File: src/rtl/seven_seg_scan_ctrl.sv
// 3-digit multiplexed seven-segment controller: 8-bit binary to BCD by
// iterative adjust-then-shift (double dabble), plus a free-running digit scan.
module seven_seg_scan_ctrl #(
    parameter int REFRESH_DIV    = 50000,
    parameter bit ACTIVE_LOW_SEG = 1'b1,
    parameter bit BLANK_LZ       = 1'b1
) (
    input  logic        clk,
    input  logic        rst,
    input  logic        start,
    input  logic [7:0]  value,
    output logic        busy,
    output logic        done,
    output logic [11:0] bcd,
    output logic [2:0]  an,
    output logic [6:0]  seg
);

    localparam int PW = $clog2(REFRESH_DIV);
    localparam logic [PW-1:0] PMAX = PW'(REFRESH_DIV - 1);

    typedef enum logic [1:0] {IDLE, SHIFT, DONE} state_t;

    state_t      state, state_nxt;
    logic [7:0]  sr;
    logic [3:0]  hun, ten, one;
    logic [2:0]  cnt;
    logic [3:0]  ten_a, one_a;
    logic [19:0] sh;
    logic [PW-1:0] presc;
    logic [1:0]  dig;
    logic [3:0]  nib;
    logic        blank;
    logic [6:0]  glyph;

    function automatic logic [6:0] glyph_f(input logic [3:0] n);
        case (n)
            4'd0: glyph_f = 7'b0111111;
            4'd1: glyph_f = 7'b0000110;
            4'd2: glyph_f = 7'b1011011;
            4'd3: glyph_f = 7'b1001111;
            4'd4: glyph_f = 7'b1100110;
            4'd5: glyph_f = 7'b1101101;
            4'd6: glyph_f = 7'b1111101;
            4'd7: glyph_f = 7'b0000111;
            4'd8: glyph_f = 7'b1111111;
            4'd9: glyph_f = 7'b1101111;
            default: glyph_f = 7'b0000000;
        endcase
    endfunction

    always_ff @(posedge clk or posedge rst) begin
        if (rst) state <= IDLE;
        else     state <= state_nxt;
    end

    always_comb begin
        state_nxt = state;
        busy      = 1'b0;
        done      = 1'b0;
        case (state)
            IDLE:  if (start) state_nxt = SHIFT;
            SHIFT: begin
                busy = 1'b1;
                if (cnt == 3'd7) state_nxt = DONE;
            end
            DONE: begin
                busy      = 1'b1;
                done      = 1'b1;
                state_nxt = IDLE;
            end
            default: state_nxt = IDLE;
        endcase
    end

    // Hundreds never exceeds 2, so only ones and tens need the +3 correction.
    always_comb begin
        one_a = (one >= 4'd5) ? one + 4'd3 : one;
        ten_a = (ten >= 4'd5) ? ten + 4'd3 : ten;
        sh    = {hun, ten_a, one_a, sr} << 1;
    end

    always_ff @(posedge clk or posedge rst) begin
        if (rst) begin
            sr  <= '0;
            hun <= '0;
            ten <= '0;
            one <= '0;
            cnt <= '0;
            bcd <= '0;
        end else begin
            case (state)
                IDLE: if (start) begin
                    sr  <= value;
                    hun <= '0;
                    ten <= '0;
                    one <= '0;
                    cnt <= '0;
                end
                SHIFT: begin
                    {hun, ten, one, sr} <= sh;
                    cnt <= cnt + 3'd1;
                    if (cnt == 3'd7) bcd <= sh[19:8];
                end
                default: ;
            endcase
        end
    end

    always_ff @(posedge clk or posedge rst) begin
        if (rst) begin
            presc <= '0;
            dig   <= '0;
        end else if (presc == PMAX) begin
            presc <= '0;
            dig   <= (dig == 2'd2) ? 2'd0 : dig + 2'd1;
        end else begin
            presc <= presc + 1'b1;
        end
    end

    // A blanked digit keeps its anode enabled; only the segments go dark.
    always_comb begin
        an    = 3'b111;
        nib   = 4'd0;
        blank = 1'b0;
        case (dig)
            2'd0: begin
                an  = 3'b110;
                nib = bcd[3:0];
            end
            2'd1: begin
                an    = 3'b101;
                nib   = bcd[7:4];
                blank = BLANK_LZ && (bcd[11:8] == 4'd0) && (bcd[7:4] == 4'd0);
            end
            2'd2: begin
                an    = 3'b011;
                nib   = bcd[11:8];
                blank = BLANK_LZ && (bcd[11:8] == 4'd0);
            end
            default: blank = 1'b1;
        endcase
        glyph = blank ? 7'b0000000 : glyph_f(nib);
        seg   = ACTIVE_LOW_SEG ? ~glyph : glyph;
    end

endmodule
File: config.mk
export PLATFORM = sky130hd
export DESIGN_NAME = seven_seg_scan_ctrl
export DESIGN_NICKNAME = d
export VERILOG_FILES = /design/src/rtl/seven_seg_scan_ctrl.sv
export SDC_FILE = /design/constraint.sdc
export NUM_CORES = 1
export LEC_CHECK = 0
export CAP_MARGIN = 0
export CELL_PAD_IN_SITES_DETAIL_PLACEMENT = 2
export CELL_PAD_IN_SITES_GLOBAL_PLACEMENT = 2
export CORE_MARGIN = 2
export CORE_UTILIZATION = 32
export DETAILED_ROUTE_END_ITERATION = 12
export GPL_ROUTABILITY_DRIVEN = 0
export GPL_TIMING_DRIVEN = 0
export PLACE_DENSITY = 0.79
export SETUP_SLACK_MARGIN = 0.3
export SYNTH_ARGS = -nofsm -noshare
export SYNTH_HDL_FRONTEND = slang
export SYNTH_SLANG_ARGS = --single-unit
File: constraint.sdc
create_clock -name clk -period 2.2 [get_ports clk]
set_input_delay 0.55 -clock clk [delete_from_list [all_inputs] [get_ports clk]]
set_output_delay 0.55 -clock clk [all_outputs]
set_load 0.005 [all_outputs]
==> out/qor.csv, run 1 <==
metric;value;unit
Buf/Inv on CP;3;
Worst path top cell family by delay;buffers and inverters;
maximum clock frequency;368;MHz
Final Slew Violations;0;
initial antenna violation count;0;
cell count after synthesis;280;
WP data arrival;2170;ps
Ant. Diodes;0;
final WL;9200;um
share of layout cells above drive strength 1;0.302;
Area Growth Syn to Fin;36.5;%
H-tree depth;2;
largest net degree at the start of global routing;37;
worst setup margin;-521;ps
type of element capturing the critical path;primary output;
Core Rows;34;
outcome;finished with violations;
total number of vias;2430;
Min-Delay Path Class;flip-flop to flip-flop;
number of global-route vias before repair;2721;
period utilization;1.24;
Avg WL per Cell;20.0;um
Tmin final;2720;ps
Clock Pin Slew Worst Setup and Hold Paths;100;ps
initial drt markers;71;
Syn Area/Cell;10.2;um2
Slew HR;0.580;
global-route total usage across every layer;0.194;
Max-cap violations;0;
CTS tree;built;
starting density of the core;0.329;
Largest stage delay, worst path;360;ps
Skew-Pair Late Insertion Delay;310;ps
first-pass GRT wire length;14900;um
crit path max fanout;6;
Seq/Total Area, Yosys;0.473;
dominant synthesized flop cell;dfrtp_1;
CP max stage cell;dfrtp_1;
end-of-flow core utilization;0.449;
width of the chip;98.5;um
CP Class;flip-flop to primary output;
hold bufs inserted after CTS;0;
CTS buffer count;5;
Hold Path End;sr[2];
clk buf depth;2;
final-report setup violation count;7;
worst r2r path cells;5;
CP required;1650;ps
Final TNS setup;-2900;ps
violated checks;setup timing;
async set-reset flop share out of synthesis;1.00;
min-delay src;sr[2];
RR Endpoint;presc[15];
core area;8680;um2
Post-DP HPWL;5510;um
fin nets;377;
mapped cell area;2860;um2
dpl ws;-539;ps
IO Count;35;
DR vias/cell;5.29;
Hold Path Stages;2;
Pwr Density;962;nW/um2
fill cell count;927;
Final Power;3.75;mW
RSZ-0062 raised after global routing;yes;
post-synthesis net count;306;
Worst Tran Pin Value;624;ps
DRC;0;
DRT antenna net count;0;
Pre-Repair DR Iteration Count;4;
grt total ovfl;0;
Root Driver;clkbuf_8;
peak supply drop;0.354;mV
WHS;497;ps
CP Launch Type;flip-flop;
final hold violation count;0;
Clock Skew;4.25;ps
Reg2Reg Setup Slack;440;ps
total clock sinks;54;
synth unique cells;46;
Post-synth EDFFs;0;
synthesized flop and latch total;54;
Leak;1.71;nW
Die Span Y;98.5;um
reg-to-reg startpoint;presc[4];
CP Depth;8;
cells along the critical path;buf_6, mux2i_4, a2bb2oi_4, buf_4, ha_2, mux2i_1, o211ai_1, clkbuf_2;
I/O Buffers;34;
synth warn;0;
die area;9700;um2
==> Yosys cell counts, types with 3 or more instances <==
cell / n / share of area
clkbuf_1: 5 / 0.0066
dfrtp_1: 54 / 0.47
nor2b_1: 3 / 0.0066
xor2_1: 8 / 0.025
mux2_2: 6 / 0.024
o22ai_1: 3 / 0.0066
ha_1: 15 / 0.066
nand2_1: 30 / 0.039
inv_1: 16 / 0.021
nor3b_1: 4 / 0.011
o21ai_0: 24 / 0.042
a21oi_1: 13 / 0.023
o31ai_1: 3 / 0.0079
nand2b_1: 5 / 0.011
o211ai_1: 3 / 0.0079
a22o_1: 5 / 0.015
nor4_1: 3 / 0.0066
mux2i_1: 18 / 0.063
nor2_1: 13 / 0.017
xnor2_1: 5 / 0.015
nand3_1: 9 / 0.016
==> sequential cells by signal (all words and copies together) (netlist names) <==
signal / flops
sr: 8
presc: 16
cnt: 3
ten: 4
state: 2
bcd: 12
hun: 3
dig: 2
one: 4
==> worst reg2reg max path, cell delays in order (launching register included) <==
cell	delay (ps)
dfrtp_1	450
or4bb_1	530
nor4_2	270
buf_4	210
nand2b_1	120
mux2i_1	80
==> metrics by stage <==
step / cell area, um2 / instances
floorplan: 2920 / 280
global placement: 3400 / 422
detailed placement: 3420 / 423
CTS: 3760 / 447
global route: 3900 / 459
finish: 3900 / 459
==> final cells by class <==
class / count / area [um2] / share of cell area
clock buffer: 6 / 72.6 / 0.0186
clock inverter: 1 / 7.51 / 0.00193
buffer: 11 / 77.6 / 0.0199
multi-input combinational: 199 / 1630 / 0.417
sequential: 54 / 1360 / 0.350
timing repair buffer: 64 / 547 / 0.140
inverter: 16 / 70.1 / 0.0180
tap: 108 / 135 / 0.0347
==> where the power goes <==
part | total, mW | switching [mW] | leakage, nW | internal (mW)
Sequential | 1.46 | 0.235 | 0.701 | 1.23
Clock | 0.557 | 0.337 | 0.0373 | 0.220
Combinational | 1.73 | 0.899 | 0.970 | 0.833
Total | 3.75 | 1.47 | 1.71 | 2.28
==> cells by family after synthesis <==
family | after synthesis | synth area share
multiplexers | 24 | 0.0867
buffers and inverters | 27 | 0.0381
adder cells (fa/ha/maj) | 15 | 0.0657
AO/OA/AOI/OAI | 65 | 0.149
XOR/XNOR | 13 | 0.0399
flip-flops | 54 | 0.473
AND/OR/NAND/NOR | 82 | 0.147
==> worst max path at each step <==
stage | startpoint | endpoint | slack (ps)
after detailed placement | dig[1] | seg[4] | -540
after global placement | rst | bcd[3] | -770
final | dig[0] | seg[0] | -520
after global routing | dig[0] | seg[0] | -630
after floorplan | dig[1] | seg[3] | 100
after CTS | dig[0] | seg[3] | -400
==> layout by cell type, fill, tap and decap left out, types with 4 or more instances in the layout <==
master / Yosys / final
a21oi_1: 13 / 12
a22o_1: 5 / 5
buf_2: 2 / 7
buf_4: 1 / 25
buf_6: 0 / 7
clkbuf_2: 1 / 7
clkbuf_8: 0 / 5
clkdlybuf4s50_1: 0 / 20
dfrtp_1: 54 / 44
dfrtp_2: 0 / 10
dlygate4sd2_1: 0 / 4
ha_1: 15 / 9
inv_1: 16 / 8
inv_2: 0 / 4
inv_4: 0 / 4
mux2_2: 6 / 6
mux2i_1: 18 / 12
nand2_1: 30 / 29
nand2b_1: 5 / 5
nand3_1: 9 / 9
nor2_1: 13 / 13
nor3b_1: 4 / 4
o21ai_0: 24 / 24
xnor2_1: 5 / 5
xor2_1: 8 / 8
==> metal layers <==
layer / track usage / share of wire / vias to the layer above / wire (um)
met1: 0.229 / 0.41 / 1256 / 3800
met5: 0 / 0 / - / 0
li1: - / - / 1132 / -
met4: 0.0706 / 0.022 / 0 / 199
met3: 0.0241 / 0.018 / 12 / 161
met2: 0.358 / 0.55 / 30 / 5030
==> what timing repair did <==
action | in CTS | in global routing
endpoints found under the setup margin | 19 | 36
setup buffers | 17 | 12
pin swaps | 6 | 9
gates resized for setup | 67 | 33
gates cloned | 0 | 0
Power figures use the tool's default switching activity.
==> run 2, diff against run 1 <==
Settings changed: RECOVER_POWER from default to 100.
==> out/qor.csv, run 2 (same netlist as run 1, synthesis figures left out) <==
metric;value;unit;change
Largest stage delay, worst path;360;ps;about the same
cells along the critical path;buf_6, mux2i_4, a2bb2oi_4, buf_4, ha_2, mux2i_1, o211ai_1, clkbuf_2;;
Final Cell Area;3850;um2;-1.1%
starting density of the core;0.329;;unchanged
final hold violation count;0;;unchanged
Final Non-Filler Cells;459;;unchanged
CP Launch Type;flip-flop;;
peak supply drop;0.354;mV;-0.24%
Avg WL per Cell;20.1;um;about the same
CTS tree;built;;
Die Span Y;98.5;um;unchanged
worst setup margin;-520;ps;+0.829 ps
Area Growth Syn to Fin;35.0;%;
Max-cap violations;0;;unchanged
CP required;1650;ps;about the same
RSZ-0062 raised after global routing;yes;;
Tmin final;2720;ps;-0.829 ps
number of global-route vias before repair;2721;;unchanged
multi-input logic area;1610;um2;-1.0%
grt total ovfl;0;;unchanged
biggest regs;presc: 16 flops, bcd: 12 flops, sr: 8 flops;;
switching power;1.46;mW;-0.65%
CTS buffer count;5;;unchanged
initial antenna violation count;0;;unchanged
total number of vias;2418;;-0.49%
dpl ws;-539;ps;unchanged
type of element capturing the critical path;primary output;;
Min-Delay Path Class;flip-flop to flip-flop;;
IO Count;35;;unchanged
Comb power frac;0.457;;-0.005
width of the chip;98.5;um;unchanged
Pwr Density;962;nW/um2;about the same
Pre-Repair DR Iteration Count;4;;unchanged
die area;9700;um2;unchanged
CP Class;flip-flop to primary output;;
violated checks;setup timing;;
CP max stage cell;dfrtp_1;;
final-report setup violation count;7;;unchanged
total clock sinks;54;;unchanged
Clock power frac;0.150;;about the same
Skew-Pair Late Insertion Delay;310;ps;about the same
Leak;1.69;nW;-1.1%
Post-DP HPWL;5510;um;unchanged
fill cell count;930;;+0.32%
period utilization;1.24;;about the same
hold bufs inserted after CTS;0;;unchanged
DR vias/cell;5.27;;-0.49%
share of layout cells above drive strength 1;0.262;;-0.0399
outcome;finished with violations;;
global-route total usage across every layer;0.194;;unchanged
DRC;0;;unchanged
Int Power;2.25;mW;-1.4%
Worst Tran Pin Value;787;ps;+162 ps
placed insts;423;;unchanged
most frequent cells in the layout;44 x dfrtp_1, 29 x nand2_1, 24 x o21ai_0;;
Top reg by flops;presc;;
clk buf depth;2;;unchanged
max reg flops;16;;unchanged
Root Driver;clkbuf_8;;
DRT antenna net count;0;;unchanged
Clock Skew;4.04;ps;-0.213 ps
commonest non-fill, non-tap cell in the layout;dfrtp_1;;
Ant. Diodes;0;;unchanged
I/O Buffers;34;;unchanged
placed cell area;3420;um2;unchanged
Clock Pin Slew Worst Setup and Hold Paths;100;ps;about the same
WP data arrival;2170;ps;about the same
H-tree depth;2;;unchanged
end-of-flow core utilization;0.444;;-0.00505
final WL;9200;um;about the same
Core Rows;34;;unchanged
Final Slew Violations;0;;unchanged
largest net degree at the start of global routing;37;;unchanged
core area;8680;um2;unchanged
fin nets;377;;unchanged
maximum clock frequency;368;MHz;about the same
first-pass GRT wire length;14900;um;unchanged
initial drt markers;55;;-23%
crit path max fanout;6;;unchanged
sequential share of power;0.392;;+0.002
FF/Latch Area;1360;um2;unchanged
sw frac;0.394;;+0.00175
Slew HR;0.475;;-0.105
==> run 2: changes by cell type in the layout (fill, tap and decap cells not counted), moves of 2 or more <==
cell             before  now
buf_4                25   21
clkbuf_1              3    9
clkbuf_2              7    4
clkbuf_4              0    2
clkdlybuf4s50_1      20   18
dlygate4sd3_1         0    2
inv_1                 8   10
inv_2                 4    2
mux2_1                0    2
mux2_2                6    4
==> run 2: routing by layer <==
| layer | GRT usage | share of wire | vias to the layer above |
|---|---|---|---|
| met1 | 0.229 | 0.41 | 1252 |
| met3 | 0.0241 | 0.016 | 12 |
| met2 | 0.358 | 0.55 | 26 |
| met4 | 0.0706 | 0.022 | 0 |
| li1 | - | - | 1128 |
| met5 | 0 | 0 | - |
==> run 2: power by group through the flow <==
stage | sequential [mW] | clock (mW) | combinational, mW
CTS | 1.45 | 0.568 | 1.60
finish | 1.46 | 0.557 | 1.70
floorplan | 1.38 | 0 | 0.969
detailed placement | 1.44 | 0 | 1.53
global route | 1.50 | 0.617 | 1.91
global placement | 1.43 | 0 | 1.46
==> run 2: final timing paths <==
check	from	endpoint	slack [ps]	cells past startpoint
hold reg to reg	sr[2]	sr[2]	500	2
hold / removal	sr[2]	sr[2]	500	2
setup / recovery	dig[0]	seg[0]	-520	8
setup reg to reg	presc[4]	presc[0]	190	5
min in group asynchronous	rst	presc[12]	820	2
max in group asynchronous	rst	bcd[6]	300	3
==> run 2: layout make-up <==
type	count	share of cell area
buffer	11	0.0179
clock buffer	6	0.0188
clock inverter	1	0.00195
inverter	16	0.0182
multi-input combinational	199	0.417
sequential	54	0.354
tap	108	0.0351
timing repair buffer	64	0.137
==> run 2: metrics by stage <==
stage | setup TNS [ps] | hold WS [ps] | power [mW]
6_report | -2900 | 497 | 3.71
2_1_floorplan | 0 | 446 | 2.35
3_5_place_dp | -3140 | 476 | 2.97
5_1_grt | -3670 | 530 | 4.02
3_3_place_gp | -44100 | 462 | 2.89
4_1_cts | -2290 | 494 | 3.61
==> run 2: critical path, delay by kind of cell (launching register included) <==
kind	cells	cell delay, ps
buf+inv	3	500
fa+ha+maj	1	180
compound gates	2	480
mux	2	330
flops	1	360
==> run 2: what timing repair did <==
item,4_1_cts,5_1_grt
gates cloned,0,0
buffers inserted,17,12
pin swaps,6,9
setup endpoints to repair,19,36
resized for setup,67,33
==> run 3, diff against run 2 <==
Settings changed: CORE_MARGIN 2 to default, MAX_ROUTING_LAYER from default to met4.
==> out/qor.csv, run 3 (same netlist as run 1, synthesis figures left out) <==
metric;value;unit;change
outcome;finished with violations;;
violated checks;setup timing;;
Die Span Y;96.5;um;-2.0%
biggest regs;presc: 16 flops, bcd: 12 flops, sr: 8 flops;;
Tmin final;2810;ps;+85.4 ps
Worst Tran Pin Value;663;ps;-124 ps
Leak;1.73;nW;+2.3%
final-report setup violation count;7;;unchanged
grt total ovfl;0;;unchanged
Pwr Density;1020;nW/um2;+6.0%
Pre-Repair DR Iteration Count;4;;unchanged
Max-cap violations;0;;unchanged
Clock Pin Slew Worst Setup and Hold Paths;110;ps;about the same
GR peak layer;met2;;
die area;9310;um2;-4.0%
I/O Buffers;34;;unchanged
crit path max fanout;6;;unchanged
Core Rows;34;;unchanged
placed insts;423;;unchanged
met2 Resource Use GR;0.376;;+0.0171
maximum clock frequency;357;MHz;-3.0%
DRT antenna net count;0;;unchanged
Clock power frac;0.216;;+0.066
Int Power;2.47;mW;+10%
final hold violation count;0;;unchanged
period utilization;1.28;;+0.0388
switching power;1.48;mW;+1.4%
largest net degree at the start of global routing;39;;+5.4%
commonest non-fill, non-tap cell in the layout;dfrtp_1;;
Min-Delay Path Class;flip-flop to flip-flop;;
crit path from;dig[0];;
Area Growth Syn to Fin;35.8;%;
CTS tree;built;;
Final Slew Violations;0;;unchanged
sequential share of power;0.368;;-0.024
min-delay src;sr[5];;
width of the chip;96.5;um;-2.0%
CP required;1650;ps;about the same
share of layout cells above drive strength 1;0.277;;+0.0153
first-pass GRT wire length;14100;um;-5.3%
Comb power frac;0.416;;-0.041
CP Class;flip-flop to primary output;;
most frequent cells in the layout;45 x dfrtp_1, 28 x nand2_1, 24 x o21ai_0;;
total clock sinks;54;;unchanged
H-tree depth;2;;unchanged
WP data arrival;2260;ps;+90 ps
Slew HR;0.557;;+0.0825
starting density of the core;0.329;;unchanged
Final TNS setup;-3430;ps;-535 ps
met1 global-route usage;0.244;;+0.0148
Top reg by flops;presc;;
reg-to-reg startpoint;presc[5];;
CP Launch Type;flip-flop;;
Reg2Reg Setup Slack;330;ps;+140 ps
Skew-Pair Late Insertion Delay;320;ps;about the same
DRC;0;;unchanged
Avg WL per Cell;20.7;um;+3.5%
RSZ-0062 raised after global routing;yes;;
global-route total usage across every layer;0.208;;+0.0144
Clock Skew;12.6;ps;+8.60 ps
Post-DP HPWL;5400;um;-1.8%
max reg flops;16;;unchanged
GR Layer Usage met3;0.0266;;+0.00249
clk buf depth;2;;unchanged
Final Non-Filler Cells;454;;-1.1%
fin nets;371;;-1.6%
Ant. Diodes;0;;unchanged
core area;8680;um2;unchanged
total number of vias;2434;;+0.66%
CTS buffer count;5;;unchanged
final WL;9420;um;+2.3%
IO Count;35;;unchanged
number of global-route vias before repair;2661;;-2.2%
DR vias/cell;5.36;;+1.8%
peak supply drop;0.346;mV;-2.2%
initial antenna violation count;0;;unchanged
type of element capturing the critical path;primary output;;
WHS;499;ps;+2.48 ps
Root Driver;clkbuf_8;;
worst setup margin;-605;ps;-85.4 ps
sw frac;0.375;;-0.0192
initial drt markers;28;;-49%
[run 3: cell type report]
| type | count | area, um2 |
|---|---|---|
| fill | 919 | 4800 |
| multi-input combinational | 199 | 1580 |
| sequential | 54 | 1360 |
| timing repair buffer | 58 | 513 |
| tap | 108 | 135 |
| clock buffer | 6 | 82.6 |
| buffer | 11 | 76.3 |
| inverter | 16 | 67.6 |
| clock inverter | 2 | 60.1 |
[run 3: path summary, 6_finish.rpt]
path	depth (start not counted)	endpoint
hold / removal	2	sr[5]
max in group asynchronous	3	bcd[1]
setup / recovery	9	seg[0]
setup reg to reg	4	dig[1]
hold reg to reg	2	sr[5]
min in group asynchronous	2	presc[13]
[run 3: layer usage]
layer,up-vias,part of all wire
met4,0,0.025
met3,20,0.022
met1,1256,0.41
li1,1118,-
met2,40,0.54
met5,-,0
[run 3: timing repair]
item                       4_1_cts  5_1_grt
buffers inserted                11       12
hold buffers                     0        0
resized for setup               58       34
pin swaps                        6        0
setup endpoints to repair       26       37
[run 3: critical path, stage by stage, from the launching register on]
cell and delay (ps):
dfrtp_1 390, buf_6 160, mux2i_4 280, a2bb2oi_4 250, buf_4 150, buf_6 80, ha_1 150, mux2i_1 100
o211ai_1 200, buf_2 160
[run 3: metrics by stage]
stage | worst slack (ps) | area [um2] | power (mW) | util
2_1_floorplan | 99.7 | 2920 | 2.35 | -
4_1_cts | -427 | 3750 | 3.88 | 0.432
6_report | -605 | 3880 | 3.96 | 0.447
5_1_grt | -667 | 3880 | 4.24 | 0.447
3_5_place_dp | -581 | 3420 | 2.98 | 0.394
3_3_place_gp | -766 | 3400 | 2.89 | 0.392
[run 3: power by group through the flow]
stage                     sequential, mW  combinational, mW  clock, mW
after floorplan                     1.38              0.969          0
after global placement              1.43               1.46          0
after detailed placement            1.44               1.53          0
after CTS                           1.44               1.58      0.860
after global routing                1.49               1.84      0.907
final                               1.46               1.65      0.854
